--- src/rtl/ex_stage_pkg.sv ---
// Shared constants for the RV32I execute stage: ALU control codes, forward selects
// and branch funct3 encodings, plus the branch-condition helper.
package ex_stage_pkg;

   typedef enum logic [2:0] {
      ALU_CTL_ADD      = 3'b000,
      ALU_CTL_SUB      = 3'b001,
      ALU_CTL_AND      = 3'b010,
      ALU_CTL_OR       = 3'b011,
      ALU_CTL_LESS_SIG = 3'b100,
      ALU_CTL_LESS_UNS = 3'b101
   } alu_ctl_e;

   typedef enum logic [1:0] {
      FWD_REG = 2'b00,
      FWD_MEM = 2'b01,
      FWD_WB  = 2'b10
   } fwd_sel_e;

   localparam logic [2:0] F3_BEQ  = 3'b000;
   localparam logic [2:0] F3_BNE  = 3'b001;
   localparam logic [2:0] F3_BLT  = 3'b100;
   localparam logic [2:0] F3_BGE  = 3'b101;
   localparam logic [2:0] F3_BLTU = 3'b110;
   localparam logic [2:0] F3_BGEU = 3'b111;

   // Less-than branches rely on the decoder selecting a compare op, so bit 0 is the verdict.
   function automatic logic branch_cond(input logic [2:0] f3, input logic zero,
                                        input logic lsb);
      logic cond;
      case (f3)
         F3_BEQ:           cond = zero;
         F3_BNE:           cond = !zero;
         F3_BLT, F3_BLTU:  cond = lsb;
         F3_BGE, F3_BGEU:  cond = !lsb;
         default:          cond = 1'b0;
      endcase
      return cond;
   endfunction

endpackage

--- src/rtl/ex_stage_alu_core.sv ---
// Combinational integer ALU shared between pipeline stages; wraps on overflow,
// exports no flags.
module alu_core
   import ex_stage_pkg::*;
#(
   parameter int XLEN = 32
) (
   input  logic [XLEN-1:0] a,
   input  logic [XLEN-1:0] b,
   input  logic [2:0]      ctl,
   output logic [XLEN-1:0] result
);

   logic signed [XLEN-1:0] a_s;
   logic signed [XLEN-1:0] b_s;
   logic                   lt_sig;
   logic                   lt_uns;

   assign a_s    = a;
   assign b_s    = b;
   assign lt_sig = a_s < b_s;
   assign lt_uns = a < b;

   always_comb begin
      result = '0;
      case (ctl)
         ALU_CTL_ADD:      result = a + b;
         ALU_CTL_SUB:      result = a - b;
         ALU_CTL_AND:      result = a & b;
         ALU_CTL_OR:       result = a | b;
         ALU_CTL_LESS_SIG: result = {{(XLEN-1){1'b0}}, lt_sig};
         ALU_CTL_LESS_UNS: result = {{(XLEN-1){1'b0}}, lt_uns};
         default:          result = '0;
      endcase
   end

endmodule

--- src/rtl/ex_stage.sv ---
// RV32I execute stage: operand forwarding, ALU, branch resolution and the
// EX/MEM pipeline register with flush-over-stall priority.
module ex_stage
   import ex_stage_pkg::*;
#(
   parameter int XLEN = 32
) (
   input  logic            i_clk,
   input  logic            i_rst_n,
   input  logic            i_stall,
   input  logic            i_flush,
   input  logic            i_valid,
   input  logic [2:0]      i_alu_ctl,
   input  logic [2:0]      i_f3,
   input  logic            i_is_branch,
   input  logic            i_alu_src,
   input  logic [XLEN-1:0] i_pc,
   input  logic [XLEN-1:0] i_rs1_data,
   input  logic [XLEN-1:0] i_rs2_data,
   input  logic [XLEN-1:0] i_imm,
   input  logic [1:0]      i_fwd_a,
   input  logic [1:0]      i_fwd_b,
   input  logic [XLEN-1:0] i_fwd_mem_data,
   input  logic [XLEN-1:0] i_fwd_wb_data,
   input  logic [4:0]      i_rd,
   input  logic            i_reg_write,
   input  logic            i_mem_read,
   input  logic            i_mem_write,
   output logic            o_valid,
   output logic [XLEN-1:0] o_alu_result,
   output logic [XLEN-1:0] o_store_data,
   output logic [4:0]      o_rd,
   output logic            o_reg_write,
   output logic            o_mem_read,
   output logic            o_mem_write,
   output logic            o_branch_taken,
   output logic [XLEN-1:0] o_branch_target
);

   logic [XLEN-1:0] op_a;
   logic [XLEN-1:0] rs2_fwd;
   logic [XLEN-1:0] op_b;
   logic [XLEN-1:0] alu_result;

   logic            valid_d,      valid_q;
   logic [XLEN-1:0] alu_result_d, alu_result_q;
   logic [XLEN-1:0] store_data_d, store_data_q;
   logic [4:0]      rd_d,         rd_q;
   logic            reg_write_d,  reg_write_q;
   logic            mem_read_d,   mem_read_q;
   logic            mem_write_d,  mem_write_q;

   // Select 11 falls back to the register file value, same as 00.
   always_comb begin
      op_a = i_rs1_data;
      case (i_fwd_a)
         FWD_MEM: op_a = i_fwd_mem_data;
         FWD_WB:  op_a = i_fwd_wb_data;
         default: op_a = i_rs1_data;
      endcase
      rs2_fwd = i_rs2_data;
      case (i_fwd_b)
         FWD_MEM: rs2_fwd = i_fwd_mem_data;
         FWD_WB:  rs2_fwd = i_fwd_wb_data;
         default: rs2_fwd = i_rs2_data;
      endcase
      op_b = i_alu_src ? i_imm : rs2_fwd;
   end

   alu_core #(.XLEN(XLEN)) u_alu (
      .a      (op_a),
      .b      (op_b),
      .ctl    (i_alu_ctl),
      .result (alu_result)
   );

   // Stall gating keeps the redirect to a single pulse while the branch sits in EX.
   assign o_branch_taken  = i_valid & i_is_branch & !i_stall &
                            branch_cond(i_f3, alu_result == '0, alu_result[0]);
   assign o_branch_target = i_pc + i_imm;

   always_comb begin
      valid_d      = valid_q;
      alu_result_d = alu_result_q;
      store_data_d = store_data_q;
      rd_d         = rd_q;
      reg_write_d  = reg_write_q;
      mem_read_d   = mem_read_q;
      mem_write_d  = mem_write_q;
      if (i_flush || !i_stall) begin
         alu_result_d = alu_result;
         store_data_d = rs2_fwd;
         rd_d         = i_rd;
         valid_d      = i_valid & !i_flush;
         reg_write_d  = i_reg_write & i_valid & !i_flush;
         mem_read_d   = i_mem_read  & i_valid & !i_flush;
         mem_write_d  = i_mem_write & i_valid & !i_flush;
      end
   end

   always_ff @(posedge i_clk or negedge i_rst_n) begin
      if (!i_rst_n) begin
         valid_q      <= 1'b0;
         alu_result_q <= '0;
         store_data_q <= '0;
         rd_q         <= '0;
         reg_write_q  <= 1'b0;
         mem_read_q   <= 1'b0;
         mem_write_q  <= 1'b0;
      end else begin
         valid_q      <= valid_d;
         alu_result_q <= alu_result_d;
         store_data_q <= store_data_d;
         rd_q         <= rd_d;
         reg_write_q  <= reg_write_d;
         mem_read_q   <= mem_read_d;
         mem_write_q  <= mem_write_d;
      end
   end

   assign o_valid      = valid_q;
   assign o_alu_result = alu_result_q;
   assign o_store_data = store_data_q;
   assign o_rd         = rd_q;
   assign o_reg_write  = reg_write_q;
   assign o_mem_read   = mem_read_q;
   assign o_mem_write  = mem_write_q;

endmodule

--- config.mk ---
export PLATFORM = sky130hd
export DESIGN_NAME = ex_stage
export DESIGN_NICKNAME = d
export VERILOG_FILES = /design/src/rtl/ex_stage_pkg.sv /design/src/rtl/ex_stage_alu_core.sv /design/src/rtl/ex_stage.sv
export SDC_FILE = /design/constraint.sdc
export NUM_CORES = 1
export LEC_CHECK = 0
export ABC_AREA = 0
export CAP_MARGIN = 20
export CORE_MARGIN = 3
export CORE_UTILIZATION = 35
export CTS_CLUSTER_DIAMETER = 30
export DETAILED_ROUTE_END_ITERATION = 12
export SETUP_SLACK_MARGIN = 0.05
export SLEW_MARGIN = 40
export SYNTH_ARGS = -nofsm -noshare
export SYNTH_HDL_FRONTEND = slang
export SYNTH_SLANG_ARGS = --single-unit
--- constraint.sdc ---
create_clock -name i_clk -period 7.8 [get_ports i_clk]
set_clock_uncertainty 0.2 [all_clocks]
set_input_delay 1.17 -clock i_clk [delete_from_list [all_inputs] [get_ports i_clk]]
set_output_delay 1.17 -clock i_clk [all_outputs]
set_load 0.005 [all_outputs]
# --- After elaboration in Yosys (flattened, before gate mapping) ---
# Cells that the tools add are included.
totals:
  regBits: 73
  output_inout_bits: 106
classes:
  addsub: 3
  order_cmp: 2
  eq_ne: 14
  n_mux: 5
  n_bitwise: 12
  n_reduce_logical: 10
op_table:
  columns: ["operator", "n"]
  rows:
  - ["$pmux 32 s6", 1]
  - ["$pmux 32 s2", 2]
  - ["$add 32x32->32", 2]
  - ["$lt 32x32->1", 2]
  - ["$and 32x32->32", 1]
  - ["$logic_not 32->1", 1]
  - ["$mux 32", 1]
  - ["$or 32x32->32", 1]
  - ["$sub 32x32->32", 1]
  - ["$eq 3x3->1 const B", 6]
  - ["$and 1x1->1", 10]
  - ["$eq 3x1->1 const B", 2]
  - ["$eq 3x2->1 const B", 2]
  - ["$logic_not 3->1", 2]
  - ["$eq 2x1->1 const B", 2]
  - ["$eq 2x2->1 const B", 2]
  - ["$logic_not 1->1", 4]
  - ["$pmux 1 s4", 1]
  - ["$reduce_or 2->1", 2]
  - ["$logic_or 1x1->1", 1]

# --- Depth between registers and ports, before layout ---
# Gate-level depths: netlist of the first run.
depth:
  ltp_word: 9
  ltp_mapped: 22

# --- Cells and area by module ---
# A second synthesis of the first run with hierarchy kept.
hier_totals:
  hier_cells: 1502
  hier_area_um2: 10923.0
modules_own_cells:
  columns: ["mod", "instances", "cells_per_inst", "area_each_um2", "seq_area_each_um2"]
  rows:
  - ["ex_stage", 1, 756, 5978.2, 1826.8]
  - ["alu_core", 1, 746, 4944.7, 0.0]

# --- Worst setup path after synthesis of the first run ---
# OpenSTA, ideal clock, no wires.
synth_path:
  path_type: "input-to-output"
  startpoint: "input port i_fwd_b[0]"
  endpoint: "output port o_branch_taken"
  arrival_ns: 5.569
  slack_ns: 0.861
  path_stages: 21
  n_path_buf: 2
  cell_sequence: "inv_1 > ha_1 > clkbuf_1 > buf_1 > nor2_1 > a21oi_1 > o21ai_0 > ha_1 > fa_1 > o21bai_4 > a2111oi_4 > nor3_2 > o311ai_2 > a2111oi_0 > o31ai_1 > o311ai_1 > xnor2_1 > o22ai_1 > or3_1 > or3b_1 > a32oi_1"
synth_via:
  elab_chain_len: 9
  elab_cells_between_ends: 16
synth_rtl:
  columns: ["element", "line", "source"]
  rows:
  - ["start, declared", "ex_stage.sv:22", "input logic [1:0] i_fwd_b,"]
  - ["$eq 2x2->1 / $eq 2x1->1 (equally long branches)", "ex_stage.sv:62", "case (i_fwd_b)"]
  - ["$pmux 32 s2 *", "ex_stage.sv:62", null]
  - ["$mux 32 *", "ex_stage.sv:67", "op_b = i_alu_src ? i_imm : rs2_fwd;"]
  - ["$sub 32x32->32 (tied with other cells)", "ex_stage_alu_core.sv:28", "ALU_CTL_SUB: result = a - b;"]
  - ["$pmux 32 s6 *", "ex_stage_alu_core.sv:26", "case (ctl)"]
  - ["$logic_not 32->1", "ex_stage.sv:79", "branch_cond(i_f3, alu_result == '0, alu_result[0]);"]
  - ["$logic_not 1->1", "ex_stage_pkg.sv:33", "F3_BNE: cond = !zero;"]
  - ["$pmux 1 s4 *", "ex_stage_pkg.sv:31", "case (f3)"]
  - ["$and 1x1->1 *", "ex_stage.sv:78", "assign o_branch_taken = i_valid & i_is_branch & !i_stall &"]
  - ["end, declared", "ex_stage.sv:36", "output logic o_branch_taken,"]
# Every way passes the cells marked *; elsewhere a longest branch is shown, timed or not.

# --- Worst setup path after layout of the first run ---
layout_path:
  startpoint: "input port i_fwd_a[0]"
  endpoint: "output port o_branch_taken"
layout_via:
  elab_chain_len: 8
  elab_cells_between_ends: 15
layout_rtl:
  columns: ["element", "line", "source"]
  rows:
  - ["start, declared", "ex_stage.sv:21", "input logic [1:0] i_fwd_a,"]
  - ["$eq 2x2->1 / $eq 2x1->1 (equally long branches)", "ex_stage.sv:56", "case (i_fwd_a)"]
  - ["$pmux 32 s2 *", "ex_stage.sv:56", null]
  - ["$sub 32x32->32 (tied with other cells)", "ex_stage_alu_core.sv:28", null]
  - ["$pmux 32 s6 *", "ex_stage_alu_core.sv:26", null]
  - ["$logic_not 32->1", "ex_stage.sv:79", null]
  - ["$logic_not 1->1", "ex_stage_pkg.sv:33", null]
  - ["$pmux 1 s4 *", "ex_stage_pkg.sv:31", null]
  - ["$and 1x1->1 *", "ex_stage.sv:78", null]
# Marked as above.

==> results.yml, run 1 <==
timing:
  hold_viol: 0
  drv_slew: 0
  tightest_slew_ns: 0.7977
  fin_ws_ns: 0.2418
  fin_tns_setup_ns: 0
  period_share_pct: 96.90
  finalSetupViolations: 0
  fin_worst_hold_slack_ns: 0.2685
  clock.fmax_mhz: 132.3
  slew_headroom_pct: 46.50
  fin_crit_ns: 7.558
synthesis:
  yosysWarnings: 0
  synth.avg_cell_area_um2: 7.023
  ys_seq_area_share_pct: 16.65
  syn_area_mm2: 0.01097
  synth_seq_cells: 73
  synthesis.nets: 1922
  async_flop_share_pct: 100.0
  synthFlopType: "dfrtp_1"
  synthCells: 1562
  synth-edff-count: 0
  yosys.cell_types.count: 87
worst_setup_path:
  critical_path_class: "in2out"
  r2r-start: "o_alu_result[13]"
  cp.arrival_ns: 6.19
  start_kind: "input port"
  cp-end-kind: "output pin"
  cp_max_fo: 16
  cp.required_ns: 6.43
  reg2regPathDepth: 1
  worstSetupStartpoint: "i_fwd_a[0]"
place:
  place_congestion: 0.9954
  preCtsSetupSlack_ns: -0.4474
  place_inst: 2517
  place_area_mm2: 0.01686
  hpwl_um: 42460
  portBuffers: 322
clock_tree:
  cts_max_level: 3
  clk_latency_ns: 0.36
  cts_tree: "yes"
  clkSinkCount: 73
  cts_buffers: 9
  path_clk_slew_ns: 0.06
  cts_root_buf: "clkbuf_16"
  cts_buffer_depth: 2
power_and_ir_drop:
  power_switching_mw: 1.150
  p_clk_share_pct: 16.4
  leakage_nw: 7.951
  total_power_mw: 2.712
  p_seq_share_pct: 16.9
  ir_drop_uv: 106.1
  swShare_pct: 42.40
  pwr-share-comb_pct: 66.7
  p_int_mw: 1.562
  power_density_mw_per_mm2: 152.9
layout:
  drive_gt1_share_pct: 21.95
  regArea_mm2: 0.001827
  multi_input_area_mm2: 0.008783
  final_cell_mix: "337 x buf_4, 317 x clkdlybuf4s50_1, 185 x nand2_1"
  fin_cells: 2546
  stdcell_area_mm2: 0.01773
  fin_nets: 2505
  nFillCells: 2936
  n_antenna_cell: 0
  final_util_pct: 57.67
  final_common_cell: "buf_4"
  area_delta_synth_final_pct: 61.64
grt:
  grt.total_usage_pct: 29.42
  grt_first_pass_wirelength_um: 77410
  grt_pass1_vias: 13670
  grt_max_degree: 77
  grt.overflow.total: 0
  antenna_found_initial: 0
routing:
  avgViaCountPerCell: 5.485
  drtPass1Iterations: 6
  drcViolationCount: 0
  antenna_left: 0
  avgRoutedWirePerCell_um: 20.35
  drt-initial-drc-count: 1072
  wl_um: 51800
  num_vias: 13966
floorplanning:
  io_pins: 323
  num_rows: 64
  die_area_mm2: 0.03351
  die_w_um: 183.0
  floorplan.initialDensity_pct: 35.68
  core_area_mm2: 0.03075
  die_h_um: 183.0
run:
  maxCapViolCount: 0
status:
  outcome: "completed"
min_path:
  hold_class: "reg2reg"
  hp-start: "o_rd[3]"
  hold_path_depth: 2
-- power by group through the flow --
| stage | sequential, mW | combinational (mW) | clock [mW] |
|---|---|---|---|
| 2_1_floorplan | 0.467 | 0.766 | 0 |
| 3_3_place_gp | 0.463 | 1.68 | 0 |
| 3_5_place_dp | 0.465 | 1.68 | 0 |
| 4_1_cts | 0.458 | 1.73 | 0.452 |
| 5_1_grt | 0.465 | 1.95 | 0.468 |
| 6_report | 0.458 | 1.81 | 0.445 |
-- cell usage after synthesis, types with 10 or more instances --
cell type / number / area [um2]
ha_1: 140 / 1752
nand2_1: 185 / 694.4
o31ai_1: 15 / 112.6
nand3_1: 25 / 125.1
nand4_1: 16 / 100.1
xor2_1: 14 / 122.6
a31oi_1: 10 / 62.56
buf_2: 12 / 60.06
nand2b_1: 18 / 112.6
inv_1: 114 / 427.9
a21o_1: 26 / 195.2
a211oi_1: 27 / 202.7
a21oi_1: 131 / 655.6
nor3_1: 22 / 110.1
dfrtp_1: 73 / 1827
nor2_1: 172 / 645.6
nor2b_1: 16 / 100.1
clkbuf_1: 71 / 266.5
a22oi_1: 68 / 510.5
o21a_1: 16 / 120.1
o22ai_1: 10 / 62.56
o21ai_0: 156 / 780.8
o21ai_1: 12 / 60.06
o211ai_1: 17 / 127.6
buf_1: 10 / 37.54
xnor2_1: 33 / 289.0
-- registers in the layout (all words and copies together), names as in the netlist --
name / flops
o_alu_result: 32
o_mem_read: 1
o_mem_write: 1
o_rd: 5
o_reg_write: 1
o_store_data: 32
o_valid: 1
-- path summary, 6_finish.rpt --
kind / to / slack (ns)
setup / recovery: o_branch_taken / 0.24
hold / removal: o_rd[3] / 0.27
setup reg to reg: o_alu_result[13] / 6.83
hold reg to reg: o_rd[3] / 0.27
max in group asynchronous: o_store_data[22] / 6.37
min in group asynchronous: o_alu_result[29] / 0.44
-- critical path: stages --
cell and delay [ns]:
clkdlybuf4s50_1 0.48, inv_1 0.07, ha_4 0.32, buf_4 0.18
o21ai_0 0.48, ha_4 0.31, o21ai_1 0.15, a21oi_1 0.08
o31ai_2 0.37, a211oi_1 0.13, buf_4 0.16, o211ai_1 0.32
nor2_1 0.13, or4_1 0.48, a31o_1 0.25, nor4_2 0.24
nand4_1 0.16, or3b_1 0.40, a32oi_1 0.15, clkbuf_2 0.14
-- cells by family (layout without fill, tap and decap cells) --
logic type | count (synthesis) | in the layout | share of synthesized area, %
xor gates and xnor gates | 47 | 47 | 3.752
muxes | 5 | 5 | 0.5930
DFF | 73 | 73 | 16.65
and+or+nand+nor | 505 | 505 | 20.56
AOI/OAI and AO/OA | 578 | 578 | 34.47
buffers and inverters | 211 | 799 | 7.459
adders and majority gates | 143 | 143 | 16.51
-- per-layer routing --
layer	routed length, um	up-vias	GRT usage, %
met5	0	-	0
met4	878	0	6.368
met3	3747	54	5.712
met2	23800	530	47.96
met1	23380	6600	40.56
li1	-	6782	-
-- final cells by class --
type	count	share of cell area, %
Clock inverter	7	0.3457
Timing Repair Buffer	667	33.30
Tap cell	396	2.794
Sequential cell	73	10.30
Clock buffer	9	1.270
Inverter	116	2.455
Multi-Input combinational cell	1278	49.53
-- repair_timing --
item / in CTS / in global routing
endpoints found under the hold margin: 0 / 0
hold buffers: 0 / 0
endpoints found under the setup margin: 1 / 1
cloned: 0 / 1
setup buffers: 2 / 9
gates resized for setup: 49 / 66
pin swaps: 18 / 27
Note: power is estimated with default switching activity, not from simulation.
==> run 2, diff against run 1 <==
==> constraint.sdc (replaced) <==
create_clock -name i_clk -period 7.6 [get_ports i_clk]
set_clock_uncertainty 0.2 [all_clocks]
set_input_delay 1.14 -clock i_clk [delete_from_list [all_inputs] [get_ports i_clk]]
set_output_delay 1.14 -clock i_clk [all_outputs]
set_load 0.005 [all_outputs]
==> run 2 against run 1 <==
Against the previous run:
- total power rose by 2.9%
- worst hold slack got worse by 0.0045 ns
- register-to-register slack got worse by 0.19 ns
- setup slack improved by 0.039 ns
- core utilization rose by 1.1 points
- routed wire length fell by 2.0%
- sequential share of layout area fell by 0.19 points
- combinational power rose by 4%
- first-iteration DRC count fell by 4.5%
- clock power fell by 3%
- flip-flop and latch count did not move
- critical path type unchanged
- critical endpoint unchanged
- largest power group unchanged
==> results.yml, run 2 (same netlist as run 1, synthesis figures left out) <==
status:
  outcome: "completed"
timing:
  finalSetupViolations: 0
  slew_headroom_pct: 40.28
  drv_slew: 0
  hold_viol: 0
  fin_tns_setup_ns: 0
  tightest_slew_ns: 0.8905
  fin_crit_ns: 7.319
  period_share_pct: 96.31
  rsz0062_at_grt: "false"
  clock.fmax_mhz: 136.6
power_and_ir_drop:
  leakage_nw: 8.082
  total_power_mw: 2.789
  power_density_mw_per_mm2: 154.4
  ir_drop_uv: 126.1
grt:
  grt_max_degree: 75
  grt_first_pass_wirelength_um: 76320
  grt_pass1_vias: 13373
  antenna_found_initial: 1
  grt.overflow.total: 0
  grt.total_usage_pct: 28.96
min_path:
  hold_class: "reg2reg"
clock_tree:
  cts_root_buf: "clkbuf_16"
  cts_tree: "yes"
  clk_latency_ns: 0.36
  cts_max_level: 3
  path_clk_slew_ns: 0.06
  cts_buffers: 9
  clkSinkCount: 73
  cts_buffer_depth: 2
place:
  place_congestion: 0.9754
  portBuffers: 322
  hpwl_um: 41820
floorplanning:
  die_h_um: 183.0
  core_area_mm2: 0.03075
  num_rows: 64
  die_area_mm2: 0.03351
  floorplan.initialDensity_pct: 35.68
  io_pins: 323
  die_w_um: 183.0
routing:
  drcViolationCount: 0
  drt-initial-drc-count: 1024
  antenna_left: 0
  num_vias: 13822
  wl_um: 50760
  drtPass1Iterations: 5
  avgRoutedWirePerCell_um: 19.80
  avgViaCountPerCell: 5.391
worst_setup_path:
  cp.required_ns: 6.26
  cp.arrival_ns: 5.98
  start_kind: "input port"
  cp_common_cell: "buf_4"
  cp_slowest_cell: "clkdlybuf4s50_1"
  slowest_delay_ns: 0.52
  cp_max_fo: 7
  cp-end-kind: "output pin"
  critical_path_class: "in2out"
  cp_cell_sequence: "clkdlybuf4s50_1 > inv_1 > ha_2 > buf_4 > a22oi_1 > o21ai_1 > buf_4 > ha_1 > nor2b_2 > o311ai_4 > buf_12 > buf_4 > nand3_1 > a21boi_2 > o32ai_4 > a211o_1 > a2111oi_4 > nand4_1 > nor4_2 > nand4_1 > or3b_1 > a32oi_1 > buf_2"
layout:
  final_cell_mix: "353 x buf_4, 316 x clkdlybuf4s50_1, 185 x nand2_1"
  drive_gt1_share_pct: 24.12
  area_delta_synth_final_pct: 64.70
  final_common_cell: "buf_4"
  n_antenna_cell: 0
  fin_nets: 2523
run:
  maxCapViolCount: 0
==> run 2: through the flow <==
step / setup slack [ns] / instances / util, % / hold slack, ns / cell area, um2
2_1_floorplan: 0.7213 / 1562 / - / 0.2628 / 10970
3_3_place_gp: -0.5207 / 2534 / 55.22 / 0.2513 / 16980
3_5_place_dp: -0.5358 / 2534 / 55.25 / 0.2566 / 16990
4_1_cts: 0.06825 / 2553 / 56.99 / 0.2699 / 17520
5_1_grt: 0.04905 / 2564 / 58.76 / 0.2971 / 18070
6_report: 0.2805 / 2564 / 58.76 / 0.2641 / 18070
==> run 2: timing repair <==
item | in CTS | in global routing
resized for setup | 66 | 109
pin swaps | 21 | 42
endpoints found under the setup margin | 1 | 1
setup buffers | 3 | 9
hold buffers | 0 | 0
==> run 2: layout make-up <==
| cell class | count | area, um2 |
|---|---|---|
| clock inverter | 6 | 42.54 |
| timing repair buffer | 685 | 6037 |
| multi-input combinational | 1278 | 9002 |
| sequential | 73 | 1827 |
| clock buffer | 10 | 229.0 |
| tap | 396 | 495.5 |
| inverter | 116 | 435.4 |
| fill | 3000 | 12680 |
==> run 2: where the power goes <==
part | switching (mW) | leakage [nW] | total [mW] | internal, mW
Clock | 0.210 | 0.129 | 0.433 | 0.222
Sequential | 0.0294 | 0.919 | 0.470 | 0.441
Combinational | 0.932 | 7.03 | 1.89 | 0.955
Total | 1.17 | 8.08 | 2.79 | 1.62
==> run 2: worst paths after layout <==
path,startpoint,end,slack (ns),cells past startpoint
worst max-delay path,i_fwd_a[1],o_branch_taken,0.28,23
worst min-delay path,o_rd[4],o_rd[4],0.26,2
worst max register to register,o_alu_result[13],o_alu_result[13],6.64,1
worst min register to register,o_rd[4],o_rd[4],0.26,2
max in group asynchronous,i_rst_n,o_store_data[23],6.19,2
min in group asynchronous,i_rst_n,o_alu_result[14],0.42,1
==> run 2: critical path: cells and delay by family <==
kind            cells  cell delay [ns]
compound gates      8             1.79
buf+inv             7             1.29
simple gates        6             1.27
fa+ha+maj           2             0.50
==> run 2: per-layer routing <==
layer | GRT usage (%) | vias up | share of wire (%)
li1 | - | 6812 | -
met5 | 0 | - | 0.026
met2 | 46.86 | 558 | 46
met4 | 6.734 | 2 | 1.6
met3 | 5.296 | 63 | 7.8
met1 | 40.23 | 6387 | 45
==> run 3, diff against run 2 <==
--- a/config.mk
+++ b/config.mk
@@ -7,10 +7,13 @@
 export LEC_CHECK = 0
 export ABC_AREA = 0
 export CAP_MARGIN = 20
+export CELL_PAD_IN_SITES_DETAIL_PLACEMENT = 2
+export CELL_PAD_IN_SITES_GLOBAL_PLACEMENT = 2
 export CORE_MARGIN = 3
-export CORE_UTILIZATION = 35
+export CORE_UTILIZATION = 26
 export CTS_CLUSTER_DIAMETER = 30
 export DETAILED_ROUTE_END_ITERATION = 12
+export PLACE_DENSITY_LB_ADDON = 0.1
 export SETUP_SLACK_MARGIN = 0.05
 export SLEW_MARGIN = 40
 export SYNTH_ARGS = -nofsm -noshare
==> run 3 against run 2 <==
Against the previous run:
- flip-flop and latch count unchanged
- total power up 11%
- worst hold slack better by 0.0027 ns
- sequential power about the same
- maximum frequency down 3.1%
- clock power up 32%
- via count up 7.1%
- core utilization down 13 points
- non-clock buffer count up 36
- routed wire length up 33%
- register-to-register slack worse by 0.02 ns
- setup slack worse by 0.24 ns
==> results.yml, run 3 (same netlist as run 1, synthesis figures left out) <==
place:
  hpwl_um: 52830
  place_congestion: 0.9163
  portBuffers: 322
  place_inst: 2689
timing:
  fin_crit_ns: 7.557
  hold_viol: 0
  drv_slew: 0
  tightest_slew_ns: 0.8927
  slew_headroom_pct: 40.13
  clock.fmax_mhz: 132.3
  period_share_pct: 99.44
  finalSetupViolations: 0
power_and_ir_drop:
  leakage_nw: 8.364
  ir_drop_uv: 135.2
  power_density_mw_per_mm2: 165.5
  total_power_mw: 3.102
status:
  outcome: "completed"
clock_tree:
  path_clk_slew_ns: 0.06
  cts_root_buf: "clkbuf_16"
  clkSinkCount: 73
  clk_latency_ns: 0.36
  cts_buffers: 9
  cts_buffer_depth: 2
  cts_tree: "yes"
  cts_max_level: 3
worst_setup_path:
  worstSetupStartpoint: "i_fwd_b[1]"
  reg2reg_slack_ns: 6.62
  r2r-start: "o_store_data[12]"
  cp_max_fo: 6
  critical_path_class: "in2out"
  cp.arrival_ns: 6.22
  start_kind: "input port"
  cp-end-kind: "output pin"
  cp.required_ns: 6.26
grt:
  grt_first_pass_wirelength_um: 95900
  antenna_found_initial: 12
  grt_max_degree: 88
  grt.overflow.total: 0
  grt_pass1_vias: 15990
  grt.total_usage_pct: 27.86
floorplanning:
  floorplan.initialDensity_pct: 26.57
  die_area_mm2: 0.04469
  die_h_um: 211.4
  core_area_mm2: 0.04129
  num_rows: 74
  die_w_um: 211.4
  io_pins: 323
routing:
  antenna_left: 0
  drcViolationCount: 0
  drtPass1Iterations: 5
  avgRoutedWirePerCell_um: 24.71
  num_vias: 14801
  avgViaCountPerCell: 5.402
  drt-initial-drc-count: 765
  wl_um: 67700
layout:
  final_cell_mix: "384 x buf_4, 313 x clkdlybuf4s50_1, 185 x nand2_1"
  final_common_cell: "buf_4"
  fin_nets: 2559
  area_delta_synth_final_pct: 70.87
  drive_gt1_share_pct: 25.91
  fin_cells: 2740
min_path:
  hp-start: "o_rd[0]"
  hold_class: "reg2reg"
run:
  maxCapViolCount: 0
run 3: what timing repair did:
action                                 CTS  global route
pin swaps                               28            43
endpoints found under the hold margin    0             0
setup buffers                            7            21
cloned                                   2             1
hold buffers                             0             0
gates resized for setup                122            87
setup endpoints to repair                1             1
run 3: final timing paths:
kind                                     to  depth (start not counted)
min in group asynchronous           o_rd[4]                          1
max                          o_branch_taken                         27
min                                 o_rd[0]                          2
min reg2reg                         o_rd[0]                          2
max reg2reg                o_store_data[12]                          2
max in group asynchronous   o_store_data[0]                          2
run 3: layout make-up:
cell class | instances | area, um2
tap | 532 | 665.6
timing repair buffer | 721 | 6380
antenna | 4 | 10.01
fill | 4763 | 22550
clock inverter | 5 | 125.1
clock buffer | 11 | 252.7
sequential | 73 | 1827
multi-input combinational | 1278 | 9050
inverter | 116 | 435.4
run 3: stage by stage:
| stage | worst slack, ns | setup TNS, ns | utilization [%] | hold WS (ns) | cell area [um2] |
|---|---|---|---|---|---|
| after floorplan | 0.7213 | 0 | - | 0.2628 | 10970 |
| after CTS | 0.1073 | 0 | 44.09 | 0.2720 | 18210 |
| after global routing | -0.1798 | -0.1798 | 45.39 | 0.2931 | 18740 |
| after detailed placement | -1.018 | -1.018 | 41.96 | 0.2579 | 17330 |
| after global placement | -1.085 | -1.085 | 41.93 | 0.2488 | 17320 |
| final | 0.04271 | 0 | 45.39 | 0.2667 | 18750 |
run 3: power by group:
part / switching, mW / total (mW) / leakage [nW] / internal, mW
clock network: 0.198 / 0.570 / 0.186 / 0.372
logic: 1.06 / 2.06 / 7.26 / 0.998
registers: 0.0298 / 0.471 / 0.919 / 0.441
total: 1.29 / 3.10 / 8.36 / 1.81
run 3: metal layers:
metal  global-route usage, %  vias up  part of all wire, %
met5                       0        -                 0.15
met4                   7.044       16                  2.8
met3                   7.780      109                  6.8
met2                   46.24      450                   47
met1                   35.86     7353                   43
li1                        -     6873                    -
run 3: worst max-delay path, cell delays in order:
cell and delay [ns]:
clkdlybuf4s15_2 0.23, inv_2 0.08, ha_4 0.15, buf_4 0.14, a22oi_1 0.09, nor2_1 0.24, a21oi_2 0.07, o21ai_2 0.20
buf_6 0.14, inv_1 0.08, ha_2 0.21, o21bai_4 0.19, a2111oi_4 0.46, nor3_2 0.09, buf_4 0.18, o311ai_4 0.34
buf_4 0.18, a21oi_1 0.08, o41ai_2 0.38, o21a_1 0.19, o32ai_1 0.08, buf_4 0.18, nor4b_4 0.27, nand4_1 0.14
or3b_4 0.40, a32oi_1 0.14, buf_2 0.14
